`config.mk`:
```
export PLATFORM = sky130hd
export DESIGN_NAME = tmu_addresses
export DESIGN_NICKNAME = d
export VERILOG_FILES = /design/src/rtl/tmu_addresses.sv
export SDC_FILE = /design/constraint.sdc
export NUM_CORES = 1
export LEC_CHECK = 0
export ABC_CLOCK_PERIOD_IN_PS = 5300
export BUFFER_PORTS_ARGS = -buffer_cell sky130_fd_sc_hd__buf_2
export CORE_ASPECT_RATIO = 0.75
export CORE_MARGIN = 2
export CORE_UTILIZATION = 40
export DETAILED_ROUTE_END_ITERATION = 16
export PLACE_DENSITY = 0.63
export RECOVER_POWER = 25
export SLEW_MARGIN = 20
export SYNTH_ARGS = -nofsm -noshare
export SYNTH_HDL_FRONTEND = slang
export SYNTH_SLANG_ARGS = --single-unit
```
`constraint.sdc`:
```
create_clock -name sys_clk -period 5.3 [get_ports sys_clk]
set_input_delay 0.53 -clock sys_clk [delete_from_list [all_inputs] [get_ports sys_clk]]
set_output_delay 0.53 -clock sys_clk [all_outputs]
set_load 0.05 [all_outputs]
```
`src/rtl/tmu_addresses.sv`:
```
`default_nettype none
// ============================================================================
//  Module   : tmu_addresses
//  Purpose  : Two-stage address pipeline for the texture mapping unit.
//             Turns filtered source (U,V) and destination (X,Y) pixel
//             coordinates into linear pixel addresses:
//               src_addr = src_fbuf + V*src_hres + U
//               dst_addr = dst_fbuf + Y*dst_hres + X
//             Stage 1 forms the line products, stage 2 adds the column
//             offset and the framebuffer base.
//  Ports    : sys_clk, sys_rst          clock / synchronous active-high reset
//             busy                      any stage holds a valid entry
//             src_fbuf, dst_fbuf        framebuffer bases (pixel units)
//             src_hres, dst_hres        line widths in pixels
//             pipe_stb_i / pipe_ack_o   upstream handshake
//             P_Xf, P_Yf, P_Uf, P_Vf    filtered coordinates
//             pipe_stb_o / pipe_ack_i   downstream handshake
//             src_addr, dst_addr        computed pixel addresses
//  Revision : 1.0  initial release
// ============================================================================
module tmu_addresses #(
  parameter int fml_depth = 26
) (
  input  logic                 sys_clk,
  input  logic                 sys_rst,
  output logic                 busy,

  input  logic [fml_depth-2:0] src_fbuf,
  input  logic [fml_depth-2:0] dst_fbuf,
  input  logic [10:0]          src_hres,
  input  logic [10:0]          dst_hres,

  input  logic                 pipe_stb_i,
  output logic                 pipe_ack_o,
  input  logic [10:0]          P_Xf,
  input  logic [10:0]          P_Yf,
  input  logic [10:0]          P_Uf,
  input  logic [10:0]          P_Vf,

  output logic                 pipe_stb_o,
  input  logic                 pipe_ack_i,
  output logic [fml_depth-2:0] src_addr,
  output logic [fml_depth-2:0] dst_addr
);

  // Pixel address width (16-bit pixels, so one bit less than the byte address).
  localparam int AW = fml_depth - 1;

  logic        r_s1_valid;
  logic        r_s2_valid;
  logic [21:0] r_src_prod;
  logic [21:0] r_dst_prod;
  logic [10:0] r_p_uf;
  logic [10:0] r_p_xf;

  logic        w_en;
  logic [21:0] w_src_sum;
  logic [21:0] w_dst_sum;

  // The whole pipeline moves as one: it advances whenever the output slot is
  // empty or is being consumed, which also collapses bubbles.
  assign w_en       = ~r_s2_valid | pipe_ack_i;
  assign pipe_ack_o = w_en;
  assign pipe_stb_o = r_s2_valid;
  assign busy       = r_s1_valid | r_s2_valid;

  // 2047*2047 + 2047 still fits in 22 bits, so the inner sums never overflow.
  assign w_src_sum = r_src_prod + {11'd0, r_p_uf};
  assign w_dst_sum = r_dst_prod + {11'd0, r_p_xf};

  // Valid bits: the only state that needs a reset.
  always_ff @(posedge sys_clk) begin
    if (sys_rst) begin
      r_s1_valid <= 1'b0;
      r_s2_valid <= 1'b0;
    end else if (w_en) begin
      r_s1_valid <= pipe_stb_i;
      r_s2_valid <= r_s1_valid;
    end
  end

  // Data path: contents are meaningless while the matching valid bit is low,
  // so these registers are left unreset. The final add wraps modulo 2^AW.
  always_ff @(posedge sys_clk) begin
    if (w_en) begin
      r_src_prod <= 22'(P_Vf) * 22'(src_hres);
      r_dst_prod <= 22'(P_Yf) * 22'(dst_hres);
      r_p_uf     <= P_Uf;
      r_p_xf     <= P_Xf;
      src_addr   <= src_fbuf + AW'(w_src_sum);
      dst_addr   <= dst_fbuf + AW'(w_dst_sum);
    end
  end

endmodule
`default_nettype wire

```
# Word-level counts from Yosys, hierarchy flattened
# Cells that the tools add are included.
# word_totals
reg_bits	118
wordCells	17
# op_classes
bitwise_logic	3
add_sub_neg	4
mul	2
# ops
cell	count
25-bit by 22-bit adder with 25-bit output	2
22-bit by 11-bit adder with 22-bit output	2
11-bit by 11-bit multiplier with 22-bit output	2
1-bit bitwise OR	2
1-bit inverter	1

# Depth between registers and ports, before layout
# depth
word_depth	2
depth_mapped	20

# Worst setup path before layout
# OpenSTA, ideal clock, no wires.
# synth_path
kind	input to register
startpoint	input port dst_hres[2]
endpoint	register r_dst_prod[21], data pin
path_buffers	1
arrival_time_ns	5.191
path_stages	17
setup_slack_ns	-0.146
t_required_ns	5.045
path_cell_list	clkbuf_1 nand2_1 fa_1 inv_1 fa_1 fa_1 fa_1 inv_1 fa_1 inv_1 ha_1 a21o_1 or3b_1 o21ai_2 a31oi_2 or4b_1 and3_1
# synth_between
elab_chain_len	1
# synth_lines
item	line	rtl
from (decl)	31	input logic [10:0] dst_hres,
11-bit by 11-bit multiplier with 22-bit output	87	r_dst_prod <= 22'(P_Yf) * 22'(dst_hres);
to (signal assigned)	87	
to (decl)	52	logic [21:0] r_dst_prod;
# Every way passes these cells.
# A chain may end at the register's enable or synchronous reset.

# Worst setup path in the final report
# layout_path
startpoint	input port dst_hres[2]
endpoint	register r_dst_prod[20], data pin
# Same word-level chain as after synthesis.

==> tab_implementation.tex <==
\begin{tabular}{lr}
\hline
Metric & Value \\
\hline
\multicolumn{2}{l}{\textbf{Routing}} \\
\quad Number of design rule violations left after detail routing & 0 \\
\quad ANT nets after route & 0 \\
\quad Via count of the routed design & 11,676 \\
\quad Starting DRC count in detailed routing & 553 \\
\quad Post-detailed-route wirelength per cell & roughly 15 um \\
\quad Wire length after detailed routing & 35.7 mm \\
\quad TritonRoute pass-1 iters & 7 \\
\quad Via density per instance & approximately 5.0 \\
\multicolumn{2}{l}{\textbf{Placed design}} \\
\quad IO buf count & 172 \\
\quad Worst slack at placement & -0.0708 ns \\
\quad Gp weighted congestion & 0.903 \\
\quad Post-DP HPWL & 30.0 mm \\
\quad Placed instance area & 0.0172 mm2 \\
\multicolumn{2}{l}{\textbf{Clock network}} \\
\quad Clock latency reported for the late side of the worst-skew pair & around 0.43 ns \\
\quad CTS H-tree lvls & 4 \\
\quad Cts bufs inserted & 17 \\
\quad Post-cts repair resize count & 0 \\
\quad Clock tree from TritonCTS & yes \\
\quad Quantity of hold-fixing buffers added after cts & 0 \\
\quad Number of post-CTS setup repair buffers & 0 \\
\quad CTS root buffer & clkbuf\_16 \\
\quad Num Clock Sinks & 118 \\
\quad Clock slew at the register clock pins of the worst setup and hold paths & 0.05 ns \\
\quad Clock tree buffer depth & 2 \\
\multicolumn{2}{l}{\textbf{Floorplanning}} \\
\quad Number of top-level pins & 173 \\
\quad Initial standard-cell utilization of the core & 0.407 \\
\quad Height of the die & 175 um \\
\quad Core region area & 0.0383 mm2 \\
\quad Placement Rows & 62 \\
\quad Horizontal extent of the die & 232 um \\
\quad Die Outline Area & 0.0406 mm2 \\
\multicolumn{2}{l}{\textbf{Synthesis}} \\
\quad Post-synth top area share & 0.224 \\
\quad Proportion of synthesized chip area in sequential cells & 0.226 \\
\quad Number of register bits inferred by synthesis & 118 \\
\quad Number of warnings printed during yosys synthesis & 0 \\
\quad Most used standard cells in the synthesized netlist & 245 x inv\_1, 186 x ha\_1, 164 x fa\_1 \\
\quad Number of distinct standard cells referenced by the synthesized netlist & 73 \\
\quad Most instantiated flip-flop cell in the synthesis netlist & edfxtp\_1 \\
\quad Largest cells by area after synthesis & edfxtp\_1 22\%, fa\_1 21\%, ha\_1 15\%, inv\_1 5.9\%, and2\_1 5.9\% \\
\quad Asr flop ratio synth & 0 \\
\quad Cells after Synth & 1,635 \\
\quad Mean post-synth cell area & 9.53 um2 \\
\quad Leading area contributor after synthesis & edfxtp\_1 \\
\quad Post-synthesis instance area & between 0.015 and 0.02 mm2 \\
\quad Count leader, synth & inv\_1 \\
\quad Number of synthesized flops with an enable pin & 116 \\
\quad Number of nets in the synthesized netlist & 2,105 \\
\multicolumn{2}{l}{\textbf{Timing}} \\
\quad Slew Limit Fails & 54 \\
\quad Unrepaired setup endpoints after global routing & no \\
\quad Worst slew pin tran & 2.46 ns \\
\quad Final critical-path setup slack & 0.319 ns \\
\quad Maximum clock frequency & 0.201 GHz \\
\quad Finish-stage setup viols & 0 \\
\quad Final hold viol count & 0 \\
\quad Worst Clk Skew & 0.0121 ns \\
\quad Min Clock Period, post-route & 4.98 ns \\
\quad Fin Hold WS & 0.274 ns \\
\quad Fin crit share & 0.940 \\
\quad Max-Slew Margin vs Limit & -0.639 \\
\multicolumn{2}{l}{\textbf{Power and ir drop}} \\
\quad PD cells & 656 mW/mm2 \\
\quad Total power of the final layout & 11.7 mW \\
\quad Static leakage & 8.54 nW \\
\quad Worst vdd ir & 0.340 mV \\
\multicolumn{2}{l}{\textbf{Worst setup path}} \\
\quad Reg2reg path depth & 16 \\
\quad Reg-to-reg critical path endpoint & dst\_addr[24]\$\_DFFE\_PP\_ \\
\quad Type of origin of the critical path & input pin \\
\quad Data required time at the worst endpoint & 5.46 ns \\
\quad Critical path capture point type & flip-flop \\
\quad Reg2reg setup slack & between 0.9 and 1 ns \\
\quad Data arrival time of the worst path & a little over 5 ns \\
\quad Classification of the worst setup path & input pin to flip-flop \\
\quad Reg-to-reg critical path startpoint & r\_dst\_prod[3]\$\_DFFE\_PP\_ \\
\quad Maximum fanout encountered on the critical timing path & 7 \\
\multicolumn{2}{l}{\textbf{Min path}} \\
\quad Kind of path behind the tightest hold check & input pin to flip-flop \\
\quad End point of the most critical hold path & pipe\_stb\_o\$\_SDFFE\_PP0P\_ \\
\quad Hold Path Stages & 2 \\
\quad Min-delay src & sys\_rst \\
\multicolumn{2}{l}{\textbf{Finish}} \\
\quad Post-layout net count & 2,284 \\
\quad Area grow syn2layout & 14.3\% \\
\quad Layout cell share with drive strength beyond 1 & 0.144 \\
\quad Fin area & about 0.018 mm2 \\
\multicolumn{2}{l}{\textbf{Global route}} \\
\quad Initial antenna violation count & 4 \\
\quad Vias in the first global route & 11,569 \\
\quad Overflow after GRT & 0 \\
\quad Pin count of the biggest net entering global routing & 68 \\
\quad Wire length of the first global-routing pass & 58.9 mm \\
\quad All-Layer GR Usage & 0.181 \\
\multicolumn{2}{l}{\textbf{Job}} \\
\quad Max-capacitance violation count & 1 \\
\multicolumn{2}{l}{\textbf{Status}} \\
\quad Run status & complete, but fails checks \\
\quad Failing checks & capacitance limit, slew limit \\
\hline
\end{tabular}
## report_power, final
group | switching, mW | leakage, nW | internal, mW
sequential | 0.163 | 1.24 | 1.79
clock | 0.440 | 0.285 | 0.740
combinational | 5.03 | 7.01 | 3.52
## area by class of cell
class | instances | area, um2
diodes | 4 | 10.0
clock buffers | 17 | 425
clock inverters | 15 | 178
fillers | 3671 | 20500
inverters | 245 | 920
multi-input cells | 1216 | 10900
flip-flops and latches | 118 | 3520
well taps | 512 | 641
repair buffers | 216 | 1170
## worst max-delay path, cell delays in order
cell      delay (ns)
buf_2           0.14
buf_4           0.16
nand2_1         0.08
fa_1            0.51
fa_1            0.43
inv_1           0.10
fa_1            0.44
fa_1            0.54
inv_1           0.05
fa_1            0.47
inv_1           0.04
ha_1            0.33
o21a_1          0.14
o21ai_0         0.09
o31ai_1         0.54
o211ai_2        0.16
o21ai_1         0.16
a21oi_1         0.09
xnor2_1         0.15
## flip-flops by register name (all words and copies together) (netlist names)
signal and count:
dst_addr 25, src_addr 25, r_dst_prod 22, r_src_prod 22, r_p_uf 11, r_p_xf 11, pipe_stb_o 1, r_s1_valid 1
## metrics by stage
step / setup TNS (ns) / std cells / utilization
floorplan: 0 / 1635 / -
global placement: -0.0178 / 2307 / 0.449
detailed placement: -0.134 / 2307 / 0.449
CTS: 0 / 2339 / 0.465
global route: 0 / 2343 / 0.465
finish: 0 / 2343 / 0.465
## placed cells by master, fill, tap and decap left out, drive strengths merged, types with 32 or more instances in the layout
cell type	instances
buf	205
xnor2	69
nor2	56
inv	248
nand3	32
o21ai	43
and2	146
xor2	35
a21o	36
ha	186
fa	164
a21oi	87
edfxtp	116
nand2	157
## kinds of logic (layout without fill, tap and decap cells)
family,after synthesis,in the layout,share of synthesized area
AND/OR/NAND/NOR,477,477,0.157
adder cells (fa/ha/maj),350,350,0.360
other,0,4,0
XOR/XNOR,104,104,0.0585
buffers and inverters,301,493,0.0729
AO/OA/AOI/OAI,283,283,0.124
multiplexers,2,2,0.00128
flip-flops,118,118,0.226
## layer usage
metal	GRT usage	vias up	share of wire
li1	-	5841	-
met1	0.281	5524	0.53
met2	0.259	288	0.41
met3	0.0271	23	0.048
met4	0.0486	0	0.015
met5	0	-	0
## worst max-delay path by stage
stage	from	endpoint	slack, ns	cells after the start
after floorplan	P_Yf[7]	r_dst_prod[21]$_DFFE_PP_	0.05	16
after global placement	dst_hres[3]	r_dst_prod[21]$_DFFE_PP_	-0.02	17
after detailed placement	dst_hres[2]	r_dst_prod[20]$_DFFE_PP_	-0.07	19
after CTS	dst_hres[3]	r_dst_prod[21]$_DFFE_PP_	0.39	17
after global routing	dst_hres[2]	r_dst_prod[20]$_DFFE_PP_	0.09	19
final	dst_hres[2]	r_dst_prod[20]$_DFFE_PP_	0.32	19
Note: power is estimated with default switching activity, not from simulation.
